### config.mk
export PLATFORM = sky130hd
export DESIGN_NAME = llr_interleave_buffer
export DESIGN_NICKNAME = d
export VERILOG_FILES = /design/src/rtl/turbo_pkg.sv /design/src/rtl/llr_bank.sv /design/src/rtl/llr_interleave_buffer.sv
export SDC_FILE = /design/constraint.sdc
export NUM_CORES = 1
export LEC_CHECK = 0
export BUFFER_PORTS_ARGS = -buffer_cell sky130_fd_sc_hd__buf_2
export CAP_MARGIN = 20
export CORE_ASPECT_RATIO = 0.75
export CORE_UTILIZATION = 59
export DETAILED_ROUTE_END_ITERATION = 7
export GPL_TIMING_DRIVEN = 0
export HOLD_SLACK_MARGIN = 0.05
export PLACE_DENSITY = 0.88
export SYNTH_ARGS = -nofsm -noshare
export SYNTH_HDL_FRONTEND = slang
export SYNTH_SLANG_ARGS = --single-unit
### constraint.sdc
create_clock -name clk_p_i -period 2.2 [get_ports clk_p_i]
set_input_delay 0.22 -clock clk_p_i [delete_from_list [all_inputs] [get_ports clk_p_i]]
set_output_delay 0.22 -clock clk_p_i [all_outputs]
set_load 0.005 [all_outputs]
### src/rtl/turbo_pkg.sv
// Shared turbo-decoder constants: default LLR width, frame length and the
// interleaver permutation tables used by the frame buffers.
package turbo_pkg;

  localparam int unsigned LLR_W     = 6;
  localparam int unsigned FRAME_LEN = 5;
  localparam int unsigned IDX_W     = $clog2(FRAME_LEN);

  typedef logic [IDX_W-1:0] idx_t;

  // out[i] = in[PI[i]]; PI_INV undoes it
  localparam idx_t PI [FRAME_LEN] = '{idx_t'(3), idx_t'(1), idx_t'(2), idx_t'(4), idx_t'(0)};
  localparam idx_t PI_INV [FRAME_LEN] = '{idx_t'(4), idx_t'(1), idx_t'(2), idx_t'(0), idx_t'(3)};

  function automatic idx_t perm_addr(input idx_t cnt, input logic inverse);
    return inverse ? PI_INV[cnt] : PI[cnt];
  endfunction

endpackage

### src/rtl/llr_bank.sv
// One frame of LLR storage: synchronous write, asynchronous read, no reset.
module llr_bank #(
  parameter int unsigned LLR_W = turbo_pkg::LLR_W,
  parameter int unsigned DEPTH = turbo_pkg::FRAME_LEN,
  localparam int unsigned AW   = $clog2(DEPTH)
) (
  input  logic             clk,
  input  logic             we,
  input  logic [AW-1:0]    waddr,
  input  logic [LLR_W-1:0] wdata,
  input  logic [AW-1:0]    raddr,
  output logic [LLR_W-1:0] rdata
);

  logic [LLR_W-1:0] mem [DEPTH];

  always_ff @(posedge clk) begin
    if (we) begin
      mem[waddr] <= wdata;
    end
  end

  assign rdata = mem[raddr];

endmodule

### src/rtl/llr_interleave_buffer.sv
// Double-buffered LLR frame store: frames arrive in natural order and leave
// in interleaved (MODE=0) or de-interleaved (MODE=1) order.
module llr_interleave_buffer #(
  parameter int unsigned LLR_W     = turbo_pkg::LLR_W,
  parameter int unsigned FRAME_LEN = turbo_pkg::FRAME_LEN,
  parameter bit          MODE      = 1'b0
) (
  input  logic             clk_p_i,
  input  logic             reset_p_i,
  input  logic             in_valid_i,
  output logic             in_ready_o,
  input  logic [LLR_W-1:0] in_llr_i,
  input  logic             in_last_i,
  output logic             out_valid_o,
  input  logic             out_ready_i,
  output logic [LLR_W-1:0] out_llr_o,
  output logic             out_last_o,
  output logic             frame_err_o
);

  localparam int unsigned CNT_W = $clog2(FRAME_LEN);
  typedef logic [CNT_W-1:0] cnt_t;
  localparam cnt_t LAST_IDX = CNT_W'(FRAME_LEN - 1);

  logic       wr_sel, wr_sel_nxt;
  logic       rd_sel, rd_sel_nxt;
  cnt_t       wr_cnt, wr_cnt_nxt;
  cnt_t       rd_cnt, rd_cnt_nxt;
  logic [1:0] full, full_nxt;
  logic       err_nxt;

  logic wr_fire;
  logic rd_fire;
  cnt_t rd_addr;
  logic [LLR_W-1:0] bank_rdata [2];

  assign in_ready_o  = ~full[wr_sel] & ~reset_p_i;
  assign wr_fire     = in_valid_i & in_ready_o;
  assign out_valid_o = full[rd_sel];
  assign rd_fire     = out_valid_o & out_ready_i;
  assign rd_addr     = CNT_W'(turbo_pkg::perm_addr(turbo_pkg::idx_t'(rd_cnt), MODE));
  assign out_llr_o   = out_valid_o ? bank_rdata[rd_sel] : '0;
  assign out_last_o  = out_valid_o & (rd_cnt == LAST_IDX);

  for (genvar b = 0; b < 2; b++) begin : g_bank
    llr_bank #(
      .LLR_W (LLR_W),
      .DEPTH (FRAME_LEN)
    ) u_bank (
      .clk   (clk_p_i),
      .we    (wr_fire & (wr_sel == 1'(b))),
      .waddr (wr_cnt),
      .wdata (in_llr_i),
      .raddr (rd_addr),
      .rdata (bank_rdata[b])
    );
  end

  // Write and read sides touch different banks, so both updates can land together
  always_comb begin
    wr_sel_nxt = wr_sel;
    rd_sel_nxt = rd_sel;
    wr_cnt_nxt = wr_cnt;
    rd_cnt_nxt = rd_cnt;
    full_nxt   = full;
    err_nxt    = 1'b0;

    if (wr_fire) begin
      if (wr_cnt == LAST_IDX) begin
        full_nxt[wr_sel] = 1'b1;
        wr_sel_nxt       = ~wr_sel;
        wr_cnt_nxt       = '0;
        err_nxt          = ~in_last_i;
      end else if (in_last_i) begin
        wr_cnt_nxt = '0;
        err_nxt    = 1'b1;
      end else begin
        wr_cnt_nxt = wr_cnt + 1'b1;
      end
    end

    if (rd_fire) begin
      if (rd_cnt == LAST_IDX) begin
        full_nxt[rd_sel] = 1'b0;
        rd_sel_nxt       = ~rd_sel;
        rd_cnt_nxt       = '0;
      end else begin
        rd_cnt_nxt = rd_cnt + 1'b1;
      end
    end
  end

  always_ff @(posedge clk_p_i or posedge reset_p_i) begin
    if (reset_p_i) begin
      wr_sel      <= 1'b0;
      rd_sel      <= 1'b0;
      wr_cnt      <= '0;
      rd_cnt      <= '0;
      full        <= '0;
      frame_err_o <= 1'b0;
    end else begin
      wr_sel      <= wr_sel_nxt;
      rd_sel      <= rd_sel_nxt;
      wr_cnt      <= wr_cnt_nxt;
      rd_cnt      <= rd_cnt_nxt;
      full        <= full_nxt;
      frame_err_o <= err_nxt;
    end
  end

endmodule

==> Yosys cells after proc, flatten, opt, wreduce, memory -nomap -nowiden <==
Memories as Yosys holds them, arrays and structs flattened.
Index checks and enable logic that the tools add are counted.
{ "word_totals": {"reg_bits": 11, "mem_bits_rw": 60, "romBits": 24, "mem_count": 3, "inputBits": 11, "output_inout_bits": 10, "wordCells": 67} }
{ "classes": {"n_lt_le_gt_ge": 6, "muxes": 28, "n_bitwise": 16, "n_reduce_logical": 4, "add_sub_neg": 2, "n_eq_ne": 2} }
{ "mem_list": {"columns": ["memory", "words", "word_bits", "rd", "rd_ports_with_merged_regs", "write_ports", "line", "rtl"], "rows": [
  ["g_bank[0].u_bank.mem", 5, 6, 1, 0, 1, "llr_bank.sv:15", "logic [LLR_W-1:0] mem [DEPTH];"],
  ["g_bank[1].u_bank.mem", 5, 6, 1, 0, 1, "llr_bank.sv:15", null],
  ["(no name shown)", 8, 3, 1, 0, 0, "turbo_pkg.sv:16", "return inverse ? PI_INV[cnt] : PI[cnt];"]
]} }
{ "ops": {"columns": ["op", "count"], "rows": [
  ["6-bit 2-to-1 mux", 4],
  ["3-bit 2-to-1 mux", 5],
  ["1-bit 2-to-1 mux", 13],
  ["2-bit 2-to-1 mux", 4],
  ["3-bit by 1-bit adder with 3-bit output, second input constant", 2],
  ["1-bit AND", 6],
  ["3-bit equality test, second input constant", 2],
  ["1-bit NOT", 5],
  ["4-bit greater-or-equal comparator, second input constant", 1],
  ["1-bit by 2-bit less-than comparator with 1-bit output, second input constant", 2],
  ["3-bit NOT with 4-bit output", 1],
  ["2-bit AND reduction", 2],
  ["2-bit AND", 1],
  ["1-bit demux with 1-bit select", 2],
  ["1-bit greater-or-equal comparator, second input constant", 2],
  ["2-bit greater-or-equal comparator, second input constant", 1],
  ["1-bit logical AND", 2],
  ["1-bit NOT with 2-bit output", 1],
  ["2-bit NOT", 1],
  ["2-bit bitwise OR", 1]
]} }

==> Logic depth before layout (Yosys ltp) <==
Gate-level depths: netlist (run 1).
{ "logic_depth": {"ltp_word": 10, "depth_mapped": 10, "depth_no_buf": 6} }

==> Hierarchy <==
From an unflattened synthesis (run 1), not the netlist that was laid out.
{ "hier_totals": {"cells_unflattened": 224, "hier_area_um2": 3205.6} }
{ "by_module_without_submodules": {"columns": ["mod", "instances", "seq_area_each_um2", "cells_per_inst", "area_each_um2"], "rows": [
  ["llr_bank", 2, 900.9, 72, 1218.7],
  ["llr_interleave_buffer", 1, 275.3, 80, 768.2]
]} }

==> Worst setup path after synthesis (run 1) <==
Ideal clock, no wire load.
{ "synth_path": {"kind": "register -> output", "start": "register rd_cnt[1]", "end": "output port out_llr_o[3]", "slack_ns": 0.158, "arrival_ns": 1.822, "required_time_ns": 1.980, "n_path_buf": 4, "path_stages_with_launch": 11, "path_cell_list": "dfrtp_1 buf_2 buf_2 inv_1 ha_1 o21ba_2 buf_2 buf_2 nand2_1 o2111ai_1 a32oi_1"} }
{ "synth_between": {"elab_chain_cells": 9, "word_cells_on_any_way": 10, "cone_classes": "mux (6); bitwise (1); memory (3)"} }
{ "synth_lines": {"columns": ["element", "line", "rtl"], "rows": [
  ["start: declaration", "llr_interleave_buffer.sv:28", "cnt_t rd_cnt, rd_cnt_nxt;"],
  ["start signal: assignment", "llr_interleave_buffer.sv:105", "rd_cnt <= rd_cnt_nxt;"],
  ["3-bit NOT with 4-bit output (implied by the code) *", "turbo_pkg.sv:16", null],
  ["memory read 8 x 3 bit *", null, null],
  ["3-bit 2-to-1 mux (implied by the code) * (2 in a row)", "turbo_pkg.sv:16", null],
  ["memory read 5 x 6 bit", null, null],
  ["6-bit 2-to-1 mux (implied by the code) * (3 in a row)", "llr_interleave_buffer.sv:42", "assign out_llr_o = out_valid_o ? bank_rdata[rd_sel] : '0;"],
  ["6-bit 2-to-1 mux *", "llr_interleave_buffer.sv:42", null],
  ["end: declaration", "llr_interleave_buffer.sv:16", "output logic [LLR_W-1:0] out_llr_o,"]
]} }
Mark *: on every way between the ends. The rest lies on a longest branch, timed or not. The select of a mux whose other input is x is not followed.

==> Worst setup path after layout (run 1) <==
{ "layout_path": {"start": "register rd_cnt[1]", "end": "output port out_llr_o[1]"} }
Same word-level chain as after synthesis.

==> results of run 1 <==
==> state kept, by name (all words and copies together) (netlist names) <==
register,flops
rd_cnt,3
rd_sel,1
full,2
frame_err_o,1
g_bank.u_bank.mem,60
wr_sel,1
wr_cnt,3
==> final cells by class <==
class | instances | area (µm²)
Tap cell | 72 | 90.1
Multi-Input combinational cell | 139 | 1170
Fill cell | 305 | 1110
Clock inverter | 7 | 73.8
Clock buffer | 9 | 124
Timing Repair Buffer | 33 | 220
Sequential cell | 71 | 2080
Buffer | 11 | 103
Inverter | 8 | 36.3
==> worst max-delay path: cells and delay by family (launching register included) <==
family,cells,cell delay (ps)
buffers and inverters,3,420
flip-flops,1,400
multiplexers,1,380
AO/OA/AOI/OAI,2,300
AND/OR/NAND/NOR,1,240
==> timing repair <==
item,4_1_cts,5_1_grt
pin swaps,7,5
setup buffers,8,3
hold buffers,1,0
endpoints found under the setup margin,24,56
cloned,1,0
resized for setup,44,26
endpoints found under the hold margin,11,0
==> how the worst min path moves through the flow <==
stage,startpoint,to,slack (ps),depth (start not counted)
after floorplan,reset_p_i,frame_err_o,90,1
after global placement,reset_p_i,rd_cnt[0],250,2
after detailed placement,reset_p_i,rd_cnt[1],260,2
after CTS,in_valid_i,frame_err_o,170,3
after global routing,in_valid_i,frame_err_o,180,3
final,in_valid_i,frame_err_o,170,3
==> report_power, final <==
group	internal (mW)	leakage [nW]	total, mW	switching, mW
clock network	0.524	0.0992	1.02	0.492
logic	0.922	0.628	2.03	1.11
registers	1.58	0.682	1.72	0.135
==> metrics by stage <==
stage	total power, mW	utilization (%)	hold slack [ps]	cell area, µm²	setup slack (ps)
3_5_place_dp	2.97	66.6	264	3330	-375
3_3_place_gp	2.91	66.6	254	3330	-277
2_1_floorplan	2.60	-	90.5	3140	158
4_1_cts	4.46	75.2	167	3770	-77.8
6_report	4.76	77.8	168	3900	-103
5_1_grt	4.96	77.8	184	3900	-217
==> routing by layer <==
metal / wire (µm) / up-vias / track usage (%)
met5: 0 / - / 0
met4: 106 / 0 / 7.71
met3: 636 / 13 / 8.42
met2: 3610 / 108 / 43.6
met1: 3030 / 1055 / 38.2
li1: - / 965 / -
==> cells by family (layout without fill, tap and decap cells) <==
kind of cell | count (synthesis) | after routing
flops | 71 | 71
xor+xnor | 2 | 2
fa+ha+maj | 6 | 6
simple gates | 61 | 61
buf+inv | 21 | 68
mux | 20 | 20
compound gates | 50 | 50
==> layout by cell type (no fill, tap or decap), drive strengths merged, types with 3 or more instances in the layout <==
| master | n |
|---|---|
| buf | 41 |
| clkinv | 5 |
| ha | 6 |
| nor3 | 10 |
| edfxtp | 60 |
| clkbuf | 11 |
| nor2 | 11 |
| nand2b | 3 |
| o2111ai | 6 |
| o21ai | 21 |
| a22oi | 6 |
| a21oi | 6 |
| mux2 | 6 |
| nand3 | 4 |
| nor2b | 6 |
| mux2i | 14 |
| nand2 | 17 |
| dfrtp | 11 |
| inv | 7 |
| a32oi | 6 |
==> flow_summary.json, run 1 <==
{
  "crit_start": "rd_cnt[1]",
  "final_hold_viol_count": 0,
  "fp.dieW_um": 86.3,
  "tns_ps": -434,
  "io_buffers": 20,
  "synth.cells.most_frequent": "edfxtp_1 (60), o21ai_0 (19), nand2_1 (16), mux2i_1 (14), dfrtp_1 (11)",
  "post-synth-top-count-cell": "edfxtp_1",
  "synth_adder_area_share_pct": 2.39,
  "period_minus_slack_ps": 2300,
  "synthMuxAreaShare_pct": 6.61,
  "yosys_most_used_dff": "edfxtp_1",
  "cpMaxStageDelayCell": "dfrtp_1",
  "r2r-start": "wr_sel",
  "violations": "setup timing",
  "rsz0062_at_grt": "true",
  "yosysWarnings": 0,
  "drv_slew": 0,
  "cp-start-kind": "flop",
  "cp.required_ps": 1980,
  "route.antenna.remaining_nets": 0,
  "clock_latency_ps": 350,
  "p_per_area_nw_per_um2": 1220,
  "routabilityCongestion": 0.901,
  "yosysSeqAreaShare_pct": 66.1,
  "yosysTopAreaCell": "edfxtp_1",
  "finalCritPeriodShare_pct": 105,
  "synth_top_area_share_pct": 57.3,
  "syn_nets": 248,
  "cp_common_cell": "buf_6",
  "dp_cells": 323,
  "ys_seq_elements": 71,
  "core-area_um2": 5010,
  "timing.fmax_ghz": 0.434,
  "dr.pass1.iters": 5,
  "path_class": "flop to primary output",
  "fin_skew_ps": 14.9,
  "r2r_end": "g_bank[1].u_bank.mem[0][4]",
  "rows": 22,
  "die_h_um": 65.2,
  "final_layout_size_suffix_gt1_share_pct": 37.4,
  "slew-limit-headroom_pct": 62.7,
  "drt_iter0_markers": 213,
  "yosysUniqueCellTypes": 39,
  "ir_worst_vdd_mv": 0.685,
  "rr_worst_depth": 5,
  "layout_setup_ws_ps": -103,
  "async_flop_share_pct": 15.5,
  "cts_tree": "done",
  "mappedNetlistArea_um2": 3140,
  "fin_cells": 350,
  "clock-sinks": 71,
  "io_pins": 21,
  "setup_viol": 6,
  "fp.dieArea_um2": 5630,
  "grt_pass1_vias": 1987,
  "synth_area_leaders": "edfxtp_1 (57%), dfrtp_1 (8.8%), mux2i_1 (4.5%), o21ai_0 (3.0%), ha_1 (2.4%)",
  "synth-xor-area-share_pct": 0.557,
  "antenna_found_initial": 0,
  "r2r_slack_ps": 70,
  "synthSimpleGateAreaFrac_pct": 10.7,
  "worstMarginPinSlew_ps": 555,
  "track_usage_pct": 27.8,
  "synthCells": 231,
  "drv_cap": 0,
  "crit_chain": "buf_6, buf_6, nor2_4, mux2_2, o21ai_2, a32oi_1, buf_2",
  "num-nets-final": 290,
  "path_max_fanout": 8,
  "grt_pass1_wl_um": 10700,
  "synth_top_family_by_area": "simple AND/OR/NAND/NOR gates",
  "root_buffer": "clkbuf_8",
  "cts.path.max_buffers": 2,
  "slowest_delay_ps": 400,
  "overflow": 0,
  "worstPathArrival_ps": 2080,
  "diodes": 0,
  "cts_buffers": 9,
  "synth_edf_count": 60,
  "vias_per_cell": 6.12,
  "synth_compound_area_share_pct": 10.4,
  "critPathCaptureType": "primary output",
  "status": "finished with violations",
  "num_vias": 2141,
  "cp-endpoint": "out_llr_o[1]",
  "grt_max_degree": 14,
  "clkSlewWorstSetupHoldPaths_ps": 80,
  "hold_class": "primary input to flop",
  "syn_area_per_cell_um2": 13.6,
  "wire_per_inst_um": 21.1,
  "drc": 0,
  "dp_hpwl_um": 4370,
  "p_leak_nw": 1.41,
  "routed_wl_um": 7380,
  "synthToLayoutAreaGrowth_pct": 24.0,
  "start_util_pct": 62.8,
  "h-tree-depth": 3
}
Note: power is estimated with default switching activity, not from simulation.
==> run 2, diff against run 1 <==
Settings changed: BUFFER_PORTS_ARGS -buffer_cell sky130_fd_sc_hd__buf_2 to default, CORE_UTILIZATION 59 to 60, DONT_BUFFER_PORTS from default to 1, PLACE_DENSITY 0.88 to 0.86.
==> flow_summary.json, run 2 (synthesis results as in run 1) <==
{
  "status": "finished with violations",
  "violations": "setup timing",
  "seq_power_share_pct": 33.2,
  "r2r_end": "g_bank[0].u_bank.mem[4][1]",
  "antenna_found_initial": 0,
  "slew-limit-headroom_pct": 58.7,
  "core-area_um2": 4950,
  "start_util_pct": 63.5,
  "clock_latency_ps": 350,
  "finalCritPeriodShare_pct": 103,
  "layout_setup_ws_ps": -66.2,
  "top_layer": "met4",
  "final_hold_viol_count": 0,
  "holdWs_ps": 133,
  "timing.fmax_ghz": 0.441,
  "placed_area_um2": 3220,
  "drt-met1-wl_um": 3220,
  "grt_max_degree": 14,
  "postLayoutCoreUtil_pct": 80.5,
  "fin_area_um2": 3990,
  "vias_per_cell": 6.44,
  "period_minus_slack_ps": 2270,
  "ir_worst_vdd_mv": 0.725,
  "drv_slew": 0,
  "die_h_um": 64.7,
  "path_class": "flop to primary output",
  "drt_iter0_markers": 172,
  "path_max_fanout": 10,
  "cp.required_ps": 1980,
  "root_buffer": "clkbuf_8",
  "multi_input_area_um2": 1270,
  "rr_worst_depth": 6,
  "power_mw": 5.15,
  "num_vias": 2101,
  "worstPathArrival_ps": 2050,
  "layout_common_cells": "edfxtp_1 (60), mux2i_1 (14), o21ai_0 (13)",
  "fin_cells": 326,
  "fp.dieArea_um2": 5540,
  "synthToLayoutAreaGrowth_pct": 26.9,
  "h-tree-depth": 3,
  "dp_hpwl_um": 4280,
  "crit_start": "rd_cnt[1]",
  "p_per_area_nw_per_um2": 1290,
  "cts.path.max_buffers": 2,
  "setup_viol": 4,
  "cp-start-kind": "flop",
  "io_pins": 21,
  "seqCellArea_um2": 2080,
  "dr.pass1.iters": 5,
  "comb_power_share_pct": 42.6,
  "clockPowerShare_pct": 24.3,
  "r2r_slack_ps": 70,
  "wl_met2_um": 3650,
  "cts_buffers": 9,
  "routed_wl_um": 7670,
  "clkSlewWorstSetupHoldPaths_ps": 80,
  "cts_tree": "done",
  "p_leak_nw": 1.38,
  "fillers": 256,
  "io_buffers": 0,
  "p_sw_share_pct": 36.4,
  "fin_skew_ps": 8.66,
  "largest_reg_flops": 60,
  "rows": 22,
  "rsz0062_at_grt": "true",
  "dp_cells": 291,
  "drc": 0,
  "grt_pass1_wl_um": 10900,
  "tns_ps": -108,
  "grt_pass1_vias": 1940,
  "reg_top3": "g_bank.u_bank.mem x60, rd_cnt x3, wr_cnt x3",
  "r2r-start": "full[1]",
  "internal-power_mw": 3.28,
  "num-nets-final": 278,
  "critPathCaptureType": "primary output",
  "place_ws_ps": -248,
  "clock-sinks": 71,
  "diodes": 0,
  "final_layout_size_suffix_gt1_share_pct": 34.2,
  "worstMarginPinSlew_ps": 602,
  "wire_per_inst_um": 23.5,
  "top_register": "g_bank.u_bank.mem",
  "whs_endpoint": "wr_cnt[2]",
  "routabilityCongestion": 0.857,
  "fp.dieW_um": 85.6,
  "dr_wl_met3_um": 643,
  "hold_class": "primary input to flop",
  "overflow": 0,
  "p_sw_mw": 1.87,
  "route.antenna.remaining_nets": 0,
  "min_from": "in_last_i",
  "layout_commonest_cell": "edfxtp_1",
  "track_usage_pct": 28.6,
  "hold_depth": 2,
  "drv_cap": 0
}
run 2: routing by layer:
layer  up-vias  global-route usage, %
met4         0                   7.71
met3        22                   11.2
li1        941                      -
met1      1037                   38.4
met2       101                   44.2
met5         -                      0
run 2: area by class of cell:
cell class                      count  share of cell area, %
Clock inverter                      7                   2.98
Sequential cell                    71                   52.1
Inverter                            8                  0.910
Tap cell                           60                   1.88
Timing Repair Buffer               20                   4.61
Multi-Input combinational cell    140                   32.0
Clock buffer                        9                   3.11
Buffer                             11                   2.48
run 2: critical path, cell delays in order, from the launching register on:
cell	delay [ps]
dfrtp_1	400
buf_4	150
ha_2	180
ha_4	190
clkbuf_8	180
a21oi_1	200
o21ai_2	110
a32oi_2	270
run 2: worst max-delay path by stage:
| stage | to | slack, ps | depth (start not counted) |
|---|---|---|---|
| 3_5_place_dp | out_llr_o[3] | -250 | 10 |
| 3_3_place_gp | out_llr_o[3] | -200 | 10 |
| 5_1_grt | out_llr_o[4] | -120 | 7 |
| 6_report | out_llr_o[4] | -70 | 7 |
| 4_1_cts | out_llr_o[0] | 0.8 | 9 |
| 2_1_floorplan | out_llr_o[3] | 160 | 10 |
run 2: what timing repair did:
action,in CTS,in global routing
resized for setup,47,36
gates cloned,2,0
buffers inserted,6,4
pin swaps,7,11
endpoints found under the setup margin,20,42
hold endpoints to repair,74,0
hold buffers,9,0
run 2: power by group through the flow:
| stage | clock network [mW] | registers (mW) | logic [mW] |
|---|---|---|---|
| floorplan | 0 | 1.69 | 0.916 |
| global placement | 0 | 1.70 | 1.17 |
| detailed placement | 0 | 1.71 | 1.21 |
| CTS | 1.26 | 1.69 | 1.72 |
| global route | 1.32 | 1.72 | 2.29 |
| finish | 1.25 | 1.71 | 2.19 |
